`src/rtl/vec3_normalize_iter.sv`:
```
`default_nettype none
// ============================================================================
// Module   : vec3_normalize_iter
// Purpose  : Iterative normalisation of a signed 3-component vector.
//            Computes S = x^2+y^2+z^2, M = floor(sqrt(S)) with a bit-serial
//            restoring square root, then divides each component by M with a
//            single shared restoring divider. The result is Q.FRAC, clipped
//            to +/-2^FRAC. Latency is fixed at 4*WIDTH+3*FRAC+2 cycles.
// Ports    : clk, rst_n (synchronous, active-low)
//            in_valid / in_ready / in_x, in_y, in_z   : input vector handshake
//            out_valid / out_ready / out_x, out_y, out_z, out_zero : result
// Config   : define VEC3_NORM_ROUND_EN to round the quotient to nearest
//            (adds floor(M/2) to the dividend); otherwise it truncates.
// Revision : 1.0  initial release
// ============================================================================
module vec3_normalize_iter #(
  parameter int WIDTH = 12,
  parameter int FRAC  = 4
) (
  input  logic             clk,
  input  logic             rst_n,
  input  logic             in_valid,
  output logic             in_ready,
  input  logic [WIDTH-1:0] in_x,
  input  logic [WIDTH-1:0] in_y,
  input  logic [WIDTH-1:0] in_z,
  output logic             out_valid,
  input  logic             out_ready,
  output logic [WIDTH-1:0] out_x,
  output logic [WIDTH-1:0] out_y,
  output logic [WIDTH-1:0] out_z,
  output logic             out_zero
);

  localparam int SW = 2*WIDTH+2;          // sum of squares width
  localparam int MW = WIDTH+1;            // magnitude / root width
  localparam int DW = WIDTH+FRAC;         // dividend and quotient width
  localparam int RW = WIDTH+3;            // square-root partial remainder
  localparam int CW = $clog2(DW+1);       // step counter width

  localparam logic [DW-1:0] Q_MAX = DW'(1) << FRAC;

  localparam logic [2:0] S_IDLE = 3'd0;
  localparam logic [2:0] S_MAG  = 3'd1;
  localparam logic [2:0] S_SQRT = 3'd2;
  localparam logic [2:0] S_DIV  = 3'd3;
  localparam logic [2:0] S_DONE = 3'd4;

  logic [2:0]       state;
  logic [2:0]       state_next;

  logic [WIDTH-1:0] x_reg, y_reg, z_reg;
  logic [CW-1:0]    cnt;
  logic [1:0]       div_comp;
  logic [SW-1:0]    sqrt_src;
  logic [RW-1:0]    sqrt_rem;
  logic [MW-1:0]    sqrt_root;
  logic [MW-1:0]    div_rem;
  logic [DW-2:0]    div_quo;
  logic [DW-1:0]    div_dvd;
  logic [WIDTH-1:0] res_x, res_y;

  // Magnitude in WIDTH+1 bits so that -2^(WIDTH-1) is representable.
  function automatic logic [MW-1:0] magnitude(input logic [WIDTH-1:0] c);
    logic [MW-1:0] ext;
    ext = {c[WIDTH-1], c};
    return c[WIDTH-1] ? (~ext + MW'(1)) : ext;
  endfunction

  logic [MW-1:0] mag_x, mag_y, mag_z;
  logic [SW-1:0] sq_x, sq_y, sq_z, sum_sq;

  assign mag_x  = magnitude(x_reg);
  assign mag_y  = magnitude(y_reg);
  assign mag_z  = magnitude(z_reg);
  assign sq_x   = SW'(mag_x) * SW'(mag_x);
  assign sq_y   = SW'(mag_y) * SW'(mag_y);
  assign sq_z   = SW'(mag_z) * SW'(mag_z);
  assign sum_sq = sq_x + sq_y + sq_z;

  // Restoring square root step: bring down two radicand bits, try
  // subtracting (4*root + 1).
  logic [RW+1:0] srem_sh;
  logic [RW+1:0] strial;
  logic          sqrt_ge;
  logic [RW-1:0] sqrt_rem_nx;
  logic [MW-1:0] sqrt_root_nx;

  assign srem_sh      = {sqrt_rem, sqrt_src[SW-1 -: 2]};
  assign strial       = (RW+2)'({sqrt_root, 2'b01});
  assign sqrt_ge      = (srem_sh >= strial);
  assign sqrt_rem_nx  = sqrt_ge ? RW'(srem_sh - strial) : RW'(srem_sh);
  assign sqrt_root_nx = {sqrt_root[MW-2:0], sqrt_ge};

  // Restoring division step against M (held in sqrt_root during DIV).
  logic [MW:0]      drem_sh;
  logic             div_ge;
  logic [MW-1:0]    drem_nx;
  logic [DW-1:0]    quo_nx;
  logic [DW-1:0]    quo_clip;
  logic [WIDTH-1:0] quo_w;
  logic             comp_neg;
  logic [WIDTH-1:0] div_result;

  assign drem_sh  = {div_rem, div_dvd[DW-1]};
  assign div_ge   = (drem_sh >= {1'b0, sqrt_root});
  assign drem_nx  = div_ge ? MW'(drem_sh - {1'b0, sqrt_root}) : MW'(drem_sh);
  assign quo_nx   = {div_quo, div_ge};
  assign quo_clip = (quo_nx > Q_MAX) ? Q_MAX : quo_nx;
  assign quo_w    = WIDTH'(quo_clip);

  always_comb begin
    comp_neg = 1'b0;
    case (div_comp)
      2'd0:    comp_neg = x_reg[WIDTH-1];
      2'd1:    comp_neg = y_reg[WIDTH-1];
      default: comp_neg = z_reg[WIDTH-1];
    endcase
  end

  // M = 0 only when S = 0; the raw divider would produce all-ones there,
  // so the result is forced to zero instead.
  assign div_result = (sqrt_root == '0) ? '0 :
                      (comp_neg ? (-quo_w) : quo_w);

  // Dividend loads. The x load happens on the last SQRT cycle, before the
  // final root is registered, so it uses the root being written.
  logic [DW-1:0] load_x, load_y, load_z;
`ifdef VEC3_NORM_ROUND_EN
  logic [MW-1:0] load_m;
  assign load_m = (state == S_SQRT) ? sqrt_root_nx : sqrt_root;
  assign load_x = (DW'(mag_x) << FRAC) + DW'(load_m >> 1);
  assign load_y = (DW'(mag_y) << FRAC) + DW'(load_m >> 1);
  assign load_z = (DW'(mag_z) << FRAC) + DW'(load_m >> 1);
`else
  assign load_x = DW'(mag_x) << FRAC;
  assign load_y = DW'(mag_y) << FRAC;
  assign load_z = DW'(mag_z) << FRAC;
`endif

  // State register
  always_ff @(posedge clk) begin
    if (!rst_n) begin
      state <= S_IDLE;
    end else begin
      state <= state_next;
    end
  end

  // Next-state logic
  always_comb begin
    state_next = state;
    case (state)
      S_IDLE: if (in_valid) state_next = S_MAG;
      S_MAG:  state_next = S_SQRT;
      S_SQRT: if (cnt == CW'(WIDTH)) state_next = S_DIV;
      S_DIV:  if ((cnt == CW'(DW-1)) && (div_comp == 2'd2)) state_next = S_DONE;
      S_DONE: if (out_ready) state_next = S_IDLE;
      default: state_next = S_IDLE;
    endcase
  end

  // Output decode
  always_comb begin
    in_ready  = (state == S_IDLE);
    out_valid = (state == S_DONE);
  end

  // Datapath
  always_ff @(posedge clk) begin
    if (!rst_n) begin
      out_x    <= '0;
      out_y    <= '0;
      out_z    <= '0;
      out_zero <= 1'b0;
      cnt      <= '0;
      div_comp <= 2'd0;
    end else begin
      case (state)
        S_IDLE: begin
          if (in_valid) begin
            x_reg <= in_x;
            y_reg <= in_y;
            z_reg <= in_z;
          end
        end
        S_MAG: begin
          sqrt_src  <= sum_sq;
          sqrt_rem  <= '0;
          sqrt_root <= '0;
          cnt       <= '0;
        end
        S_SQRT: begin
          sqrt_src  <= sqrt_src << 2;
          sqrt_rem  <= sqrt_rem_nx;
          sqrt_root <= sqrt_root_nx;
          if (cnt == CW'(WIDTH)) begin
            cnt      <= '0;
            div_comp <= 2'd0;
            div_rem  <= '0;
            div_quo  <= '0;
            div_dvd  <= load_x;
          end else begin
            cnt <= cnt + CW'(1);
          end
        end
        S_DIV: begin
          div_rem <= drem_nx;
          div_quo <= quo_nx[DW-2:0];
          div_dvd <= div_dvd << 1;
          if (cnt == CW'(DW-1)) begin
            cnt     <= '0;
            div_rem <= '0;
            div_quo <= '0;
            case (div_comp)
              2'd0: begin
                res_x    <= div_result;
                div_dvd  <= load_y;
                div_comp <= 2'd1;
              end
              2'd1: begin
                res_y    <= div_result;
                div_dvd  <= load_z;
                div_comp <= 2'd2;
              end
              default: begin
                // Results become visible only on entry to DONE.
                out_x    <= res_x;
                out_y    <= res_y;
                out_z    <= div_result;
                out_zero <= (sqrt_root == '0);
              end
            endcase
          end else begin
            cnt <= cnt + CW'(1);
          end
        end
        default: ;
      endcase
    end
  end

endmodule
`default_nettype wire

```
`config.mk`:
```
export PLATFORM = sky130hd
export DESIGN_NAME = vec3_normalize_iter
export DESIGN_NICKNAME = d
export VERILOG_FILES = /design/src/rtl/vec3_normalize_iter.sv
export SDC_FILE = /design/constraint.sdc
export NUM_CORES = 1
export LEC_CHECK = 0
export CAP_MARGIN = 5
export CORE_MARGIN = 5
export CORE_UTILIZATION = 50
export CTS_CLUSTER_DIAMETER = 60
export CTS_CLUSTER_SIZE = 20
export DETAILED_ROUTE_END_ITERATION = 12
export GPL_TIMING_DRIVEN = 1
export HOLD_SLACK_MARGIN = 0.05
export PLACE_DENSITY = 0.76
export SLEW_MARGIN = 20
export SYNTH_ARGS = -nofsm -noshare
export SYNTH_HDL_FRONTEND = slang
export SYNTH_SLANG_ARGS = --single-unit
```
`constraint.sdc`:
```
create_clock -name clk -period 11.7 [get_ports clk]
set_clock_uncertainty 0.05 [all_clocks]
set_input_delay 2.34 -clock clk [delete_from_list [all_inputs] [get_ports clk]]
set_output_delay 2.34 -clock clk [all_outputs]
set_load 0.05 [all_outputs]
```
==> results by group, run 1 <==
STA
  – Final critical delay including setup and external delays: 9.60 ns
  – Share of the clock period used by the worst path: 0.820
  – Unrepaired setup endpoints after global routing: false
  – Achievable Freq: 104 MHz
  – Number of failing hold endpoints at the final stage: 0
  – Relative slew slack: 0.244
  – Pin slew with the least headroom to its limit: 1.13 ns
  – Final setup vio count: 0
  – Accumulated negative setup slack: 0 ns
  – Final-report max-slew violation count: 0

Final layout
  – Final net count: 3,222
  – Most common cell after layout, fill and taps aside: inv_1
  – Area Growth Syn to Fin: 11.1%
  – Most frequent cells in the layout: 568 x inv_1, 384 x fa_1, 233 x nand2_1, 207 x ha_1, 185 x nor2_1
  – Max FFs per register: 26
  – Reg with most FFs: sqrt_src
  – Registers with the highest flip-flop counts: sqrt_src x26, div_quo x15, sqrt_rem x15
  – Layout cells sized above 1: 0.0437
  – Diode insertion count for antenna repair: 0

Clocking
  – Post CTS Setup Buffer Count: 0
  – Clock transition at the registers of the reported paths: 0.08 ns
  – Number of cells upsized or downsized after cts: 0
  – Clk Tree Root Cell: clkbuf_16
  – CTS tree: built
  – H-tree depth reported by CTS: 1
  – Clock buffers created by TritonCTS: 23
  – Maximum count of clock buffers along a single path: 3
  – Number of buffers added to fix hold violations after cts: 0
  – Source-to-sink clock delay at the later pin of the worst-skew pair: 0.54 ns
  – Sink count of the clock tree: 201

Route
  – Post-route DRC violation count: 0
  – Via density: 5.22
  – Vias after detailed routing: 16,800
  – Wire length per cell: 16.9 um
  – Number of nets still failing antenna checks after routing: 0
  – Number of detailed-routing iterations run before antenna repair: 6
  – Detailed Route WL: 54,300 um
  – Violation count after the first detailed-route iteration: 1,217

Setup path
  – CP top delay family: adder cells
  – Slowest stage delay, CP: 0.76 ns
  – CP Capture Type: register
  – Required time of the critical path: 11.90 ns
  – CP dominant cell by count: fa_1
  – Startpoint of the worst register-to-register path: x_reg[0]
  – CP arrival: 9.80 ns
  – Highest-delay cell along the critical path: xnor2_1
  – Endpoint of the worst-slack reg-to-reg timing path: sqrt_src[24]
  – Type of the worst setup path: register to register
  – Combined buffer and inverter count along the critical path: 6
  – Flop2flop setup slack: 2.10 ns
  – Startpoint types: register
  – Maximum fanout encountered on the critical timing path: 10
  – Length in cells of the worst reg-to-reg path: 29

Logic synthesis
  – Most instantiated flip-flop cell in the synthesis netlist: edfxtp_1
  – Seq/Total Area, Yosys: 0.232
  – Number of synthesized flops with an enable pin: 154
  – Number of synthesized register bits: 201
  – Asr flop ratio synth: 0
  – Number of unique standard cell types used by synthesis: 80
  – Synth top area cells: fa_1 32%, edfxtp_1 19%, ha_1 11%, inv_1 8.9%, dfxtp_1 3.9%
  – Syn. warnings: 0
  – Synth Area per Inst: 9.83 um^2
  – Share of the synthesized area in the top cell type: 0.321
  – Cell area after synthesis: 0.0239 mm^2
  – Library cell occupying the most area in the post-synthesis netlist: fa_1
  – Number of instances in the synthesized netlist: 2,437

GRT
  – Number of global-route vias before repair: 18,100
  – Pin count of the biggest net entering global routing: 55
  – Remaining global-route overflow: 0
  – Total global routing track utilization: 0.212
  – Initial antenna violation count: 0
  – Global-route wire length before repair: 90,900 um

Die
  – Die Width: 229 um
  – Initial Utilization: 0.504
  – Die boundary height: 229 um
  – Die Area: 0.0524 mm^2
  – Number of primary I/O pins: 79
  – Core outline area: 0.0475 mm^2
  – Placement Rows: 80

Worst hold path
  – Worst hold endpoint: out_z[0]
  – Class of the tightest hold or removal check: register to register
  – Number of cells traversed by the worst hold path: 2
  – Startpoint of the most critical hold path: out_z[0]

Flow run
  – Total of max-cap violations: 0

Placement
  – Weighted congestion at the end of routability-driven global placement: 1.02
  – IO Port Bufs: 78
  – Half-perimeter wire length of the detailed placement result: 45,500 um

Status
  – Outcome: complete, no violations
final cells by class:
type / instances / area (um^2)
Multi-Input combinational cell: 1679 / 16300
Tap cell: 615 / 769
Inverter: 591 / 2220
Timing Repair Buffer: 95 / 921
Fill cell: 4107 / 20900
Clock buffer: 24 / 581
Sequential cell: 201 / 5570
Clock inverter: 17 / 245
how the worst max path moves through the flow:
stage	endpoint	startpoint	slack [ns]	depth (start not counted)
floorplan	sqrt_src[24]	y_reg[0]	3.53	27
global placement	sqrt_src[24]	x_reg[0]	2.55	29
detailed placement	sqrt_src[24]	x_reg[0]	2.36	29
CTS	sqrt_src[24]	x_reg[0]	2.29	29
global route	sqrt_src[24]	x_reg[0]	1.69	29
finish	sqrt_src[24]	x_reg[0]	2.10	29
cells in the mapped netlist, types with 24 or more instances:
master,number
fa_1,384
a21boi_0,32
nor2_1,188
edfxtp_1,154
dfxtp_1,47
inv_1,568
ha_1,207
and2_1,39
clkbuf_1,44
xnor2_1,45
nand2_1,233
xor2_1,37
a21oi_1,60
o21ai_0,40
nor3_1,24
through the flow:
step                 util  hold slack (ns)  instances  area [um^2]  setup WS, ns
global placement    0.542            0.394       3180        25700          2.55
CTS                 0.559            0.406       3222        26600          2.29
finish              0.560            0.406       3222        26600          2.10
floorplan               -            0.424       2525        24300          3.53
detailed placement  0.542            0.396       3181        25800          2.36
global route        0.560            0.437       3222        26600          1.69
worst register-to-register path, delay by kind of cell (launching register included):
family | cells | cell delay, ns
AO/OA/AOI/OAI | 6 | 1.20
XOR/XNOR | 1 | 0.76
adder cells (fa/ha/maj) | 10 | 4.68
buffers and inverters | 6 | 0.89
flip-flops | 1 | 0.68
AND/OR/NAND/NOR | 6 | 1.07
routing by layer:
layer  routed length, um  up-vias  part of all wire  track usage
met5                   0        -                 0            0
met4                1750        0             0.032       0.0630
met3                3170       98             0.058       0.0345
met2               27700      493              0.51        0.374
met1               21700     8359              0.40        0.270
li1                    -     7873                 -            -
logic make-up (layout without fill, tap and decap cells):
logic type | after synthesis | count (layout) | synth area share
AO/OA/AOI/OAI | 298 | 298 | 0.0848
XOR/XNOR | 84 | 84 | 0.0314
adder cells (fa/ha/maj) | 591 | 591 | 0.429
buffers and inverters | 645 | 727 | 0.102
flip-flops | 201 | 201 | 0.232
multiplexers | 12 | 12 | 0.00502
other | 2 | 90 | 0.000314
AND/OR/NAND/NOR | 604 | 604 | 0.115
Power of run 1 is left out: the tool's default activity adds up to more than one toggle a clock period on the data nets, which glitch-free logic cannot reach.
==> run 2: changes to the inputs <==
--- a/config.mk
+++ b/config.mk
@@ -13,7 +13,7 @@
 export DETAILED_ROUTE_END_ITERATION = 12
 export GPL_TIMING_DRIVEN = 1
 export HOLD_SLACK_MARGIN = 0.05
-export PLACE_DENSITY = 0.76
+export PLACE_DENSITY = 0.79
 export SLEW_MARGIN = 20
 export SYNTH_ARGS = -nofsm -noshare
 export SYNTH_HDL_FRONTEND = slang
==> constraint.sdc (replaced) <==
create_clock -name clk -period 8.8 [get_ports clk]
set_clock_uncertainty 0.05 [all_clocks]
set_input_delay 1.76 -clock clk [delete_from_list [all_inputs] [get_ports clk]]
set_output_delay 1.76 -clock clk [all_outputs]
set_load 0.05 [all_outputs]
==> results by group, run 2 (synthesis results as in run 1) <==
Route
  – Number of detailed-routing iterations run before antenna repair: 5
  – Detailed Route WL: 55,400 um
  – Post-route DRC violation count: 0
  – Via density: 5.29
  – Number of nets still failing antenna checks after routing: 0
  – Violation count after the first detailed-route iteration: 1,086
  – Vias after detailed routing: 17,300
  – Wire length per cell: 17.0 um

Final layout
  – Area Growth Syn to Fin: 12.6%
  – Reg area: 0.00557 mm^2
  – Reg with most FFs: sqrt_src
  – Non-filler cells, final: 3,261
  – Diode insertion count for antenna repair: 0
  – Most frequent cells in the layout: 567 x inv_1, 383 x fa_1, 233 x nand2_1, 206 x ha_1, 179 x nor2_1
  – Total area of multi-input combinational cells: 0.0165 mm^2
  – Registers with the highest flip-flop counts: sqrt_src x26, div_quo x15, sqrt_rem x15
  – Final net count: 3,262
  – Most common cell after layout, fill and taps aside: inv_1
  – Max FFs per register: 26
  – Fill cells: 3,972
  – Layout cells sized above 1: 0.0669

Clocking
  – CTS tree: built
  – Number of buffers added to fix hold violations after cts: 0
  – Clk Tree Root Cell: clkbuf_16
  – H-tree depth reported by CTS: 1
  – Source-to-sink clock delay at the later pin of the worst-skew pair: 0.54 ns
  – Maximum count of clock buffers along a single path: 3
  – Clock buffers created by TritonCTS: 21
  – Clock transition at the registers of the reported paths: 0.08 ns
  – Sink count of the clock tree: 201

Setup path
  – Highest-delay cell along the critical path: fa_1
  – Startpoint types: register
  – Slowest stage delay, CP: 0.59 ns
  – CP dominant cell by count: fa_1
  – Required time of the critical path: 9.07 ns
  – CP Capture Type: register
  – Type of the worst setup path: register to register
  – CP arrival: 8.77 ns
  – Maximum fanout encountered on the critical timing path: 7

GRT
  – Global-route wire length before repair: 92,200 um
  – Total global routing track utilization: 0.214
  – Remaining global-route overflow: 0
  – Initial antenna violation count: 0
  – Pin count of the biggest net entering global routing: 55
  – Number of global-route vias before repair: 18,600

Placement
  – Weighted congestion at the end of routability-driven global placement: 0.965
  – Total instance count after detailed placement: 3,218
  – Pre-CTS setup slack: 0.0306 ns
  – IO Port Bufs: 78
  – Half-perimeter wire length of the detailed placement result: 45,800 um

Die
  – Die Width: 229 um
  – Die boundary height: 229 um
  – Number of primary I/O pins: 79
  – Initial Utilization: 0.504
  – Core outline area: 0.0475 mm^2
  – Die Area: 0.0524 mm^2
  – Placement Rows: 80

STA
  – Final critical delay including setup and external delays: 8.50 ns
  – Pin slew with the least headroom to its limit: 1.08 ns
  – Share of the clock period used by the worst path: 0.966
  – Final setup vio count: 0
  – Smallest setup slack after layout: 0.300 ns
  – Number of failing hold endpoints at the final stage: 0
  – Final-report max-slew violation count: 0
  – Relative slew slack: 0.279
  – Achievable Freq: 118 MHz

Worst hold path
  – Class of the tightest hold or removal check: register to register

Status
  – Outcome: complete, no violations

Flow run
  – Total of max-cap violations: 0
[run 2: changes by cell type in the layout (fill, tap and decap cells not counted), sizes merged]
cell | before | now
buf | 17 | 59
clkinv | 8 | 7
clkinvlp | 1 | 0
inv | 599 | 598
[run 2: cell type report]
class	instances	area share
Tap cell	615	0.0285
Multi-Input combinational cell	1679	0.610
Timing Repair Buffer	137	0.0458
Clock inverter	14	0.00659
Clock buffer	24	0.0203
Sequential cell	201	0.206
Inverter	591	0.0823
[run 2: metrics by stage]
step	instance area, um^2	hold WS [ns]	setup TNS, ns	utilization
2_1_floorplan	24300	0.424	0	-
3_3_place_gp	26000	0.398	0	0.547
3_5_place_dp	26000	0.409	0	0.548
4_1_cts	26800	0.420	0	0.563
5_1_grt	27000	0.436	-0.158	0.567
6_report	27000	0.413	0	0.567
[run 2: critical path: cells and delay by family, from the launching register on]
family | cells | cell delay [ns]
buf+inv | 7 | 0.55
fa+ha+maj | 9 | 4.27
flops | 1 | 0.44
simple gates | 4 | 0.99
compound gates | 7 | 1.69
xor+xnor | 1 | 0.25
[run 2: routing by layer]
metal	track usage	vias up	wire [um]
li1	-	7941	-
met1	0.266	8651	21300
met2	0.382	545	28500
met3	0.0358	125	3730
met4	0.0712	0	1910
met5	0	-	0
[run 2: what timing repair did]
item                                    4_1_cts  5_1_grt
endpoints found under the setup margin        2       12
resized for setup                             1       33
hold endpoints to repair                      0        0
setup buffers                                 0        5
pin swaps                                     0        3
[run 2: path summary, 6_finish.rpt]
| kind | startpoint | endpoint | slack [ns] | cells past startpoint |
|---|---|---|---|---|
| worst min register to register | out_y[0] | out_y[0] | 0.41 | 2 |
| worst max register to register | z_reg[2] | sqrt_src[23] | 0.30 | 28 |
| worst min-delay path | out_y[0] | out_y[0] | 0.41 | 2 |
| worst max-delay path | z_reg[2] | sqrt_src[23] | 0.30 | 28 |
Power of run 2 is left out for the same reason.
